[src/rtl/aes_input_rand_ctrl_if.sv]
// Handshake bundle between the host, the RNG word stream, the random-input
// controller and the AES core datapath.
interface aes_input_rand_ctrl_if #(
  parameter int RAND_W = 1024,
  parameter int RNG_W  = 32
);
  logic              start_i;
  logic              abort_i;
  logic              busy_o;
  logic [RNG_W-1:0]  rng_data_i;
  logic              rng_valid_i;
  logic              rng_ready_o;
  logic [RAND_W-1:0] rand_o;
  logic              core_load_o;
  logic              core_done_i;
  logic              done_o;

  modport slave (
    input  start_i, abort_i, rng_data_i, rng_valid_i, core_done_i,
    output busy_o, rng_ready_o, rand_o, core_load_o, done_o
  );

  modport master (
    output start_i, abort_i, rng_data_i, rng_valid_i, core_done_i,
    input  busy_o, rng_ready_o, rand_o, core_load_o, done_o
  );
endinterface

[src/rtl/aes_input_rand_ctrl.sv]
// Collects a fresh RNG-filled random vector for each AES block, pulses the core
// load with it, zeroizes it afterwards and waits for the core to finish.
module aes_input_rand_ctrl #(
  parameter int RAND_W = 1024,
  parameter int RNG_W  = 32
) (
  input logic                clk_i,
  input logic                rst_i,
  aes_input_rand_ctrl_if.slave bus
);

  localparam int NWORDS = (RAND_W + RNG_W - 1) / RNG_W;
  localparam int CNT_W  = (NWORDS > 1) ? $clog2(NWORDS) : 1;

  typedef enum logic [1:0] {IDLE, FILL, LOAD, RUN} state_t;

  state_t            state;
  logic [CNT_W-1:0]  cnt;
  logic [RAND_W-1:0] rand_q;
  logic              busy_q;
  logic              ready_q;
  logic              load_q;
  logic              done_q;

  // Word k lands at bit k*RNG_W; the RAND_W-wide cast drops the excess of the last word.
  logic [RAND_W-1:0] word_val;
  logic [RAND_W-1:0] word_mask;
  logic              last_word;

  assign word_val  = RAND_W'(bus.rng_data_i) << (cnt * RNG_W);
  assign word_mask = RAND_W'({RNG_W{1'b1}}) << (cnt * RNG_W);
  assign last_word = (cnt == CNT_W'(NWORDS - 1));

  always_ff @(posedge clk_i or posedge rst_i) begin
    if (rst_i) begin
      state   <= IDLE;
      cnt     <= '0;
      rand_q  <= '0;
      busy_q  <= 1'b0;
      ready_q <= 1'b0;
      load_q  <= 1'b0;
      done_q  <= 1'b0;
    end else begin
      load_q <= 1'b0;
      done_q <= 1'b0;
      if (bus.abort_i) begin
        state   <= IDLE;
        cnt     <= '0;
        rand_q  <= '0;
        busy_q  <= 1'b0;
        ready_q <= 1'b0;
      end else begin
        case (state)
          IDLE: begin
            if (bus.start_i) begin
              state   <= FILL;
              cnt     <= '0;
              busy_q  <= 1'b1;
              ready_q <= 1'b1;
            end
          end
          FILL: begin
            if (bus.rng_valid_i && ready_q) begin
              rand_q <= (rand_q & ~word_mask) | word_val;
              if (last_word) begin
                state   <= LOAD;
                cnt     <= '0;
                ready_q <= 1'b0;
                load_q  <= 1'b1;
              end else begin
                cnt <= cnt + CNT_W'(1);
              end
            end
          end
          LOAD: begin
            // The core has sampled the vector this cycle; never let it linger.
            rand_q <= '0;
            cnt    <= '0;
            state  <= RUN;
          end
          RUN: begin
            if (bus.core_done_i) begin
              state  <= IDLE;
              busy_q <= 1'b0;
              done_q <= 1'b1;
            end
          end
          default: begin
            state   <= IDLE;
            busy_q  <= 1'b0;
            ready_q <= 1'b0;
          end
        endcase
      end
    end
  end

  assign bus.busy_o      = busy_q;
  assign bus.rng_ready_o = ready_q;
  assign bus.rand_o      = rand_q;
  assign bus.core_load_o = load_q;
  assign bus.done_o      = done_q;

endmodule

[src/flat_wrapper.sv]
// flat-port wrapper written by rule: the top's interface ports become plain ports
module aes_input_rand_ctrl_flat 
#(
  parameter int RAND_W = 1024,
  parameter int RNG_W  = 32
)
  (clk_i, rst_i, bus_start_i, bus_abort_i, bus_rng_data_i, bus_rng_valid_i, bus_core_done_i, bus_busy_o, bus_rng_ready_o, bus_rand_o, bus_core_load_o, bus_done_o);
  aes_input_rand_ctrl_if #(.RAND_W(RAND_W), .RNG_W(RNG_W)) bus_i ();
  input logic clk_i;
  input logic rst_i;
  input wire logic [$bits(bus_i.start_i)-1:0] bus_start_i;
  input wire logic [$bits(bus_i.abort_i)-1:0] bus_abort_i;
  input wire logic [$bits(bus_i.rng_data_i)-1:0] bus_rng_data_i;
  input wire logic [$bits(bus_i.rng_valid_i)-1:0] bus_rng_valid_i;
  input wire logic [$bits(bus_i.core_done_i)-1:0] bus_core_done_i;
  output wire logic [$bits(bus_i.busy_o)-1:0] bus_busy_o;
  output wire logic [$bits(bus_i.rng_ready_o)-1:0] bus_rng_ready_o;
  output wire logic [$bits(bus_i.rand_o)-1:0] bus_rand_o;
  output wire logic [$bits(bus_i.core_load_o)-1:0] bus_core_load_o;
  output wire logic [$bits(bus_i.done_o)-1:0] bus_done_o;
  assign bus_i.start_i = bus_start_i;
  assign bus_i.abort_i = bus_abort_i;
  assign bus_i.rng_data_i = bus_rng_data_i;
  assign bus_i.rng_valid_i = bus_rng_valid_i;
  assign bus_i.core_done_i = bus_core_done_i;
  assign bus_busy_o = bus_i.busy_o;
  assign bus_rng_ready_o = bus_i.rng_ready_o;
  assign bus_rand_o = bus_i.rand_o;
  assign bus_core_load_o = bus_i.core_load_o;
  assign bus_done_o = bus_i.done_o;
  aes_input_rand_ctrl #(.RAND_W(RAND_W), .RNG_W(RNG_W)) u_core (.clk_i(clk_i), .rst_i(rst_i), .bus(bus_i));
endmodule
[config.mk]
export PLATFORM = sky130hd
export DESIGN_NAME = aes_input_rand_ctrl_flat
export DESIGN_NICKNAME = d
export VERILOG_FILES = /design/src/rtl/aes_input_rand_ctrl_if.sv /design/src/rtl/aes_input_rand_ctrl.sv /design/src/flat_wrapper.sv
export SDC_FILE = /design/constraint.sdc
export NUM_CORES = 2
export LEC_CHECK = 0
export ABC_AREA = 1
export CAP_MARGIN = 20
export CORE_AREA = 5 5 411 413
export CTS_CLUSTER_SIZE = 12
export DETAILED_ROUTE_END_ITERATION = 8
export DIE_AREA = 0 0 416 418
export SYNTH_ARGS = -nofsm -noshare
export SYNTH_HDL_FRONTEND = slang
export SYNTH_SLANG_ARGS = --single-unit
[constraint.sdc]
create_clock -name clk_i -period 45.2 [get_ports clk_i]
set_input_delay 9.04 -clock clk_i [delete_from_list [all_inputs] [get_ports clk_i]]
set_output_delay 9.04 -clock clk_i [all_outputs]
set_load 0.005 [all_outputs]
## Yosys cells after proc, flatten, opt, wreduce, memory -nomap -nowiden

Cells that the tools add are included.

| cells by class | value |
|---|---|
| $add $sub $neg | 1 |
| equality and inequality tests | 8 |
| shift-type cells | 2 |
| muxes and demuxes | 29 |
| bitwise operators | 3 |
| reductions and logical operators | 11 |

Operators with widths:

| kind | number |
|---|---|
| 1024-bit 2-to-1 mux | 2 |
| 1024-bit case mux with 2 select lines | 1 |
| 1024-bit bitwise AND | 1 |
| 1024-bit inverter | 1 |
| 1024-bit bitwise OR | 1 |
| 32-bit by 10-bit left shift with 1024-bit output | 1 |
| 32-bit by 10-bit left shift with 1024-bit output (first input constant) | 1 |
| 5-bit 2-to-1 mux | 4 |
| 5-bit case mux with 3 select lines | 1 |
| 1-bit 2-to-1 mux | 13 |
| 2-bit 2-to-1 mux | 5 |
| 3-bit nonzero test | 3 |
| 2-bit case mux with 4 select lines | 1 |
| 4-bit AND reduction | 2 |
| 3-bit by 2-bit != test with 1-bit output (second input constant) | 2 |
| 3-bit != test (second input constant) | 2 |
| 3-bit AND reduction | 2 |
| 5-bit by 1-bit adder with 5-bit output (second input constant) | 1 |
| 5-bit == test (second input constant) | 1 |
| 2-bit == test (second input constant) | 2 |
| 1-bit case mux with 2 select lines | 2 |
| 4-bit nonzero test | 1 |
| 2-bit by 1-bit == test with 1-bit output (second input constant) | 1 |
| 2-bit logical NOT | 1 |
| 2 further kinds | 2 |

| word-level totals | value |
|---|---|
| register bits | 1035 |
| input port bits | 38 |
| output and inout bits | 1028 |
| logic and storage cells | 61 |

## Longest topological paths before layout

| depth | value |
|---|---|
| depth after elaboration | 7 |
| gate-level depth with buffers | 13 |
| mapped depth without buffers | 9 |

## Worst setup path after synthesis

OpenSTA, ideal clock, no wires.

| timing path | value |
|---|---|
| path type | input port to flip-flop |
| from | input bus_rng_valid_i |
| to | register u_core.rand_q[496] (netlist: u_core.bus.rand_o[496]) |
| library setup time | 0.066 ns |
| data arrival time | 9.971 ns |
| required time | 45.134 ns |
| slack | 35.163 ns |
| cell stages on the path | 8 |
| path buffers | 2 |
| cells stage by stage | nand2_1 > nor2_2 > nand3_4 > inv_2 > buf_4 > buf_2 > nand3_1 > nand2_1 |

| on the way | value |
|---|---|
| cells in the longest elaborated chain, start to end | 3 |

Ends and longest elaborated chain:

| item | RTL line | RTL |
|---|---|---|
| start: declaration | flat_wrapper.sv:14 | `input wire logic [$bits(bus_i.rng_valid_i)-1:0] bus_rng_valid_i;` |
| 1-bit logical AND | aes_input_rand_ctrl.sv:63 | `if (bus.rng_valid_i && ready_q) begin` |
| 3-bit by 2-bit != test with 1-bit output (no source line) | -- |  |
| 2-bit AND reduction (no source line) | -- |  |
| end signal: assignment | aes_input_rand_ctrl.sv:64 | `rand_q <= (rand_q & ~word_mask) \| word_val;` |
| end: declaration | aes_input_rand_ctrl.sv:19 | `logic [RAND_W-1:0] rand_q;` |

No other way between the ends.
A chain may end at the register's enable or synchronous reset.

==> run_results.csv <==
group,metric,value,unit
sta,tightestPinTransition,1.21,ns
sta,timing.fmax,0.0782,GHz
sta,timing.slew.headroom,19.2,%
critical_path,critPathCaptureType,"asynchronous set/reset pin",
clock_tree,clk_pin_slew,0.06,ns
critical_path,timing.critical_path.required,45.95,ns
floorplanning,effective_utilization_at_floorplan,27.5,%
floorplanning,boundaryPins,1066,
clock_tree,hold_buffers,0,
pwr,vdd_ir_drop_max,0.0343,mV
flow_run,maxCapViolCount,0,
layout,finalNonFillerCells,8438,
layout,multi_input_comb_area,0.0163,mm^2
detailed_routing,detailedRoute.firstIterationViolations,5238,
sta,rsz0062_at_grt,"false",
yosys,synth_area_leaders,"sky130_fd_sc_hd__dfrtp_1 57%, sky130_fd_sc_hd__nand2_1 19%, sky130_fd_sc_hd__nand3_1 11%",
floorplanning,dieArea,0.174,mm^2
floorplanning,die_width,416,um
clock_tree,cts_tree,"done",
yosys,most_frequent_cell_after_synthesis,"sky130_fd_sc_hd__nand2_1",
grt,largest_net_degree_at_the_start_of_global_routing,186,
place,numPortBuffers,1065,
yosys,post_synth_most_frequent_cells,"2267 x sky130_fd_sc_hd__nand2_1, 1035 x sky130_fd_sc_hd__dfrtp_1, 1032 x sky130_fd_sc_hd__nand3_1",
sta,finalSetupViolations,0,
status,run_status,"completed",
critical_path,crit_arrival,13.54,ns
detailed_routing,num_vias,42838,
sta,minimum_clock_period_after_layout,12.79,ns
yosys,count_of_flip_flops_with_a_built_in_enable_after_synthesis,0,
pwr,switching_share,35.3,%
hold_path,hold_path.class,"flop to flop",
critical_path,worst-setup-path-type,"primary input to asynchronous set/reset pin",
floorplanning,core_region_area,0.164,mm^2
clock_tree,cts-htree-levels,3,
critical_path,path_cells,"clkdlybuf4s50_1 -> inv_8 -> buf_4 -> buf_4 -> buf_12 -> buf_4",
critical_path,crit_path_max_fanout,149,
place,placed_cells_incl_taps,8214,
detailed_routing,avgRoutedWirePerCell,26.9,um
yosys,synthesis.yosys.warnings,0,
pwr,cell_internal_pwr,0.00156,W
yosys,mappedNetlistArea,0.0452,mm^2
layout,areaGrowthSynthToFinish,33.5,%
sta,final-max-slew-violation-count,0,
detailed_routing,postRouteAntennaNets,0,
grt,antenna_violations_before_repair,6,
yosys,asyncSetResetFlopFracSynth,100,%
floorplanning,floorplan.die.height,418,um
yosys,synth_top_area_share,57.3,%
floorplanning,rows,149,
yosys,syn_area_per_cell,8.54,um^2
layout,fillerInstances,16836,
place,place_congestion,0.926,
yosys,synthDistinctLibCells,25,
layout,number_of_nets_in_the_layout,6200,
critical_path,worst_path_most_repeated_cell,"sky130_fd_sc_hd__buf_4",
detailed_routing,drt-total-wl,227000,um
pwr,p_clk_share,41.4,%
pwr,power.sequential.fraction,39.1,%
clock_tree,cts.root.buffer_cell,"sky130_fd_sc_hd__clkbuf_16",
critical_path,cp_slowest_stage_delay,0.84,ns
sta,finalHoldViolCount,0,
clock_tree,postCtsSetupBuffers,0,
place,placement.setup.worst_slack,31.61,ns
pwr,p_leak,29.9,nW
sta,pnr_worst_setup_slack,32.41,ns
detailed_routing,drt-pass1-iter-count,6,
yosys,yosysTopAreaCell,"sky130_fd_sc_hd__dfrtp_1",
yosys,synth.ff_latch_count,1035,
sta,timing.final.crit_share,28.3,%
grt,global_route_wire_length_before_repair,315000,um
sta,tns,0,ns
detailed_routing,detail_route.vias_per_cell,5.08,
layout,post_route_cells_drive_above_1_share,5.20,%
pwr,combPwrFrac,19.6,%
yosys,synthFlopType,"sky130_fd_sc_hd__dfrtp_1",
pwr,p_per_area,40.0,mW/mm^2
place,dp.final_hpwl,160000,um
grt,globalRouteTotalUtil,25.0,%
sta,finClkSkew,0.0449,ns
layout,area.sequential,0.0259,mm^2
yosys,netlist_instances,5297,
clock_tree,tritoncts.num_buffers,118,
pwr,total_switching_power,0.000853,W
yosys,synth_seq_area_share,57.3,%
detailed_routing,drc,0,
yosys,mappedNetlistNets,5347,
critical_path,crit_path_start_kind,"primary input",
grt,congestion_overflow_gr,0,
clock_tree,tritoncts_num_sinks,1035,
critical_path,cpMaxStageDelayCell,"sky130_fd_sc_hd__buf_4",
clock_tree,cts_resized,0,
clock_tree,cts-root-to-sink-buffers,3,
grt,number_of_global_route_vias_before_repair,40163,
clock_tree,clock_insertion_delay_worst_skew,0.78,ns
## kinds of logic (layout without fill, tap and decap cells)
group	after synthesis	in the layout	share of synthesized area, %
flops	1035	1035	57.3
simple gates	3805	3805	35.6
buf+inv	438	1387	6.76
compound gates	7	7	0.0774
other cells	0	3	0
fa+ha+maj	12	12	0.332
## registers in the layout, summed over array words and instances, names as in the netlist
register	count
u_core.bus.rand_o	1024
u_core.cnt	5
u_core.state	2
u_core.bus.busy_o	1
u_core.bus.core_load_o	1
u_core.bus.done_o	1
u_core.bus.rng_ready_o	1
## metrics by stage
stage | total power [W] | instance area (um^2) | utilization [%] | hold WS (ns)
2_1_floorplan | 0.00132 | 45200 | - | 0.465
3_3_place_gp | 0.00143 | 56300 | 34.2 | 0.453
3_5_place_dp | 0.00143 | 56300 | 34.3 | 0.457
4_1_cts | 0.00243 | 60300 | 36.7 | 0.472
5_1_grt | 0.00249 | 60400 | 36.7 | 0.484
6_report | 0.00241 | 60400 | 36.7 | 0.467
## metal layers
metal	global-route usage, %	vias up	wire length, um
met5	0	-	66
met4	14.7	4	15400
met3	5.84	463	19700
met2	38.5	2298	102000
met1	32.2	21379	89700
li1	-	18694	-
## cells in the final DEF, fill, tap and decap left out, types with 4 or more instances in the layout
cell type                            n
sky130_fd_sc_hd__nand2_1          2266
sky130_fd_sc_hd__clkdlybuf4s50_1  1065
sky130_fd_sc_hd__nand3_1          1032
sky130_fd_sc_hd__dfrtp_1          1030
sky130_fd_sc_hd__nor2_1            331
sky130_fd_sc_hd__clkbuf_16         118
sky130_fd_sc_hd__nor3_1             97
sky130_fd_sc_hd__buf_4              69
sky130_fd_sc_hd__nand4_1            35
sky130_fd_sc_hd__nand2_4            32
sky130_fd_sc_hd__clkbuf_1           30
sky130_fd_sc_hd__clkbuf_8           27
sky130_fd_sc_hd__clkinv_2           19
sky130_fd_sc_hd__inv_1              16
sky130_fd_sc_hd__ha_1               12
sky130_fd_sc_hd__bufinv_16           8
sky130_fd_sc_hd__o21ai_0             7
sky130_fd_sc_hd__inv_6               6
sky130_fd_sc_hd__nand2_2             4
sky130_fd_sc_hd__clkinv_16           4
sky130_fd_sc_hd__clkbuf_4            4
## worst paths after layout
path / from / cells after the start / slack, ns / to
worst max-delay path: rst_i / 6 / 32.41 / u_core.bus.rand_o[941]
worst min-delay path: u_core.bus.rand_o[322] / 2 / 0.47 / u_core.bus.rand_o[322]
worst max register to register: u_core.state[0] / 11 / 40.86 / u_core.bus.rand_o[427]
worst min register to register: u_core.bus.rand_o[322] / 2 / 0.47 / u_core.bus.rand_o[322]
max in group clk_i: bus_abort_i / 10 / 32.69 / u_core.bus.rand_o[427]
min in group asynchronous: rst_i / 2 / 8.78 / u_core.bus.rand_o[999]
## worst max-delay path: cells and delay by family
kind     cells  cell delay [ns]
buf+inv      6             3.83
## power by group through the flow
stage | clock network (W) | logic, W | registers, W
finish | 0.000999 | 0.000473 | 0.000943
global route | 0.00105 | 0.000494 | 0.000943
global placement | 0 | 0.000470 | 0.000959
CTS | 0.00102 | 0.000472 | 0.000943
floorplan | 0 | 0.000369 | 0.000951
detailed placement | 0 | 0.000472 | 0.000959
## area by class of cell
class                           instances  area share [%]
Inverter                               28           0.242
Tap cell                             2189            4.53
Antenna cell                            3          0.0124
Multi-Input combinational cell       3824            27.0
Sequential cell                      1035            42.9
Clock inverter                         41           0.943
Clock buffer                          175            5.69
Timing Repair Buffer                 1143            18.7
(Power assumes the default switching activity.)
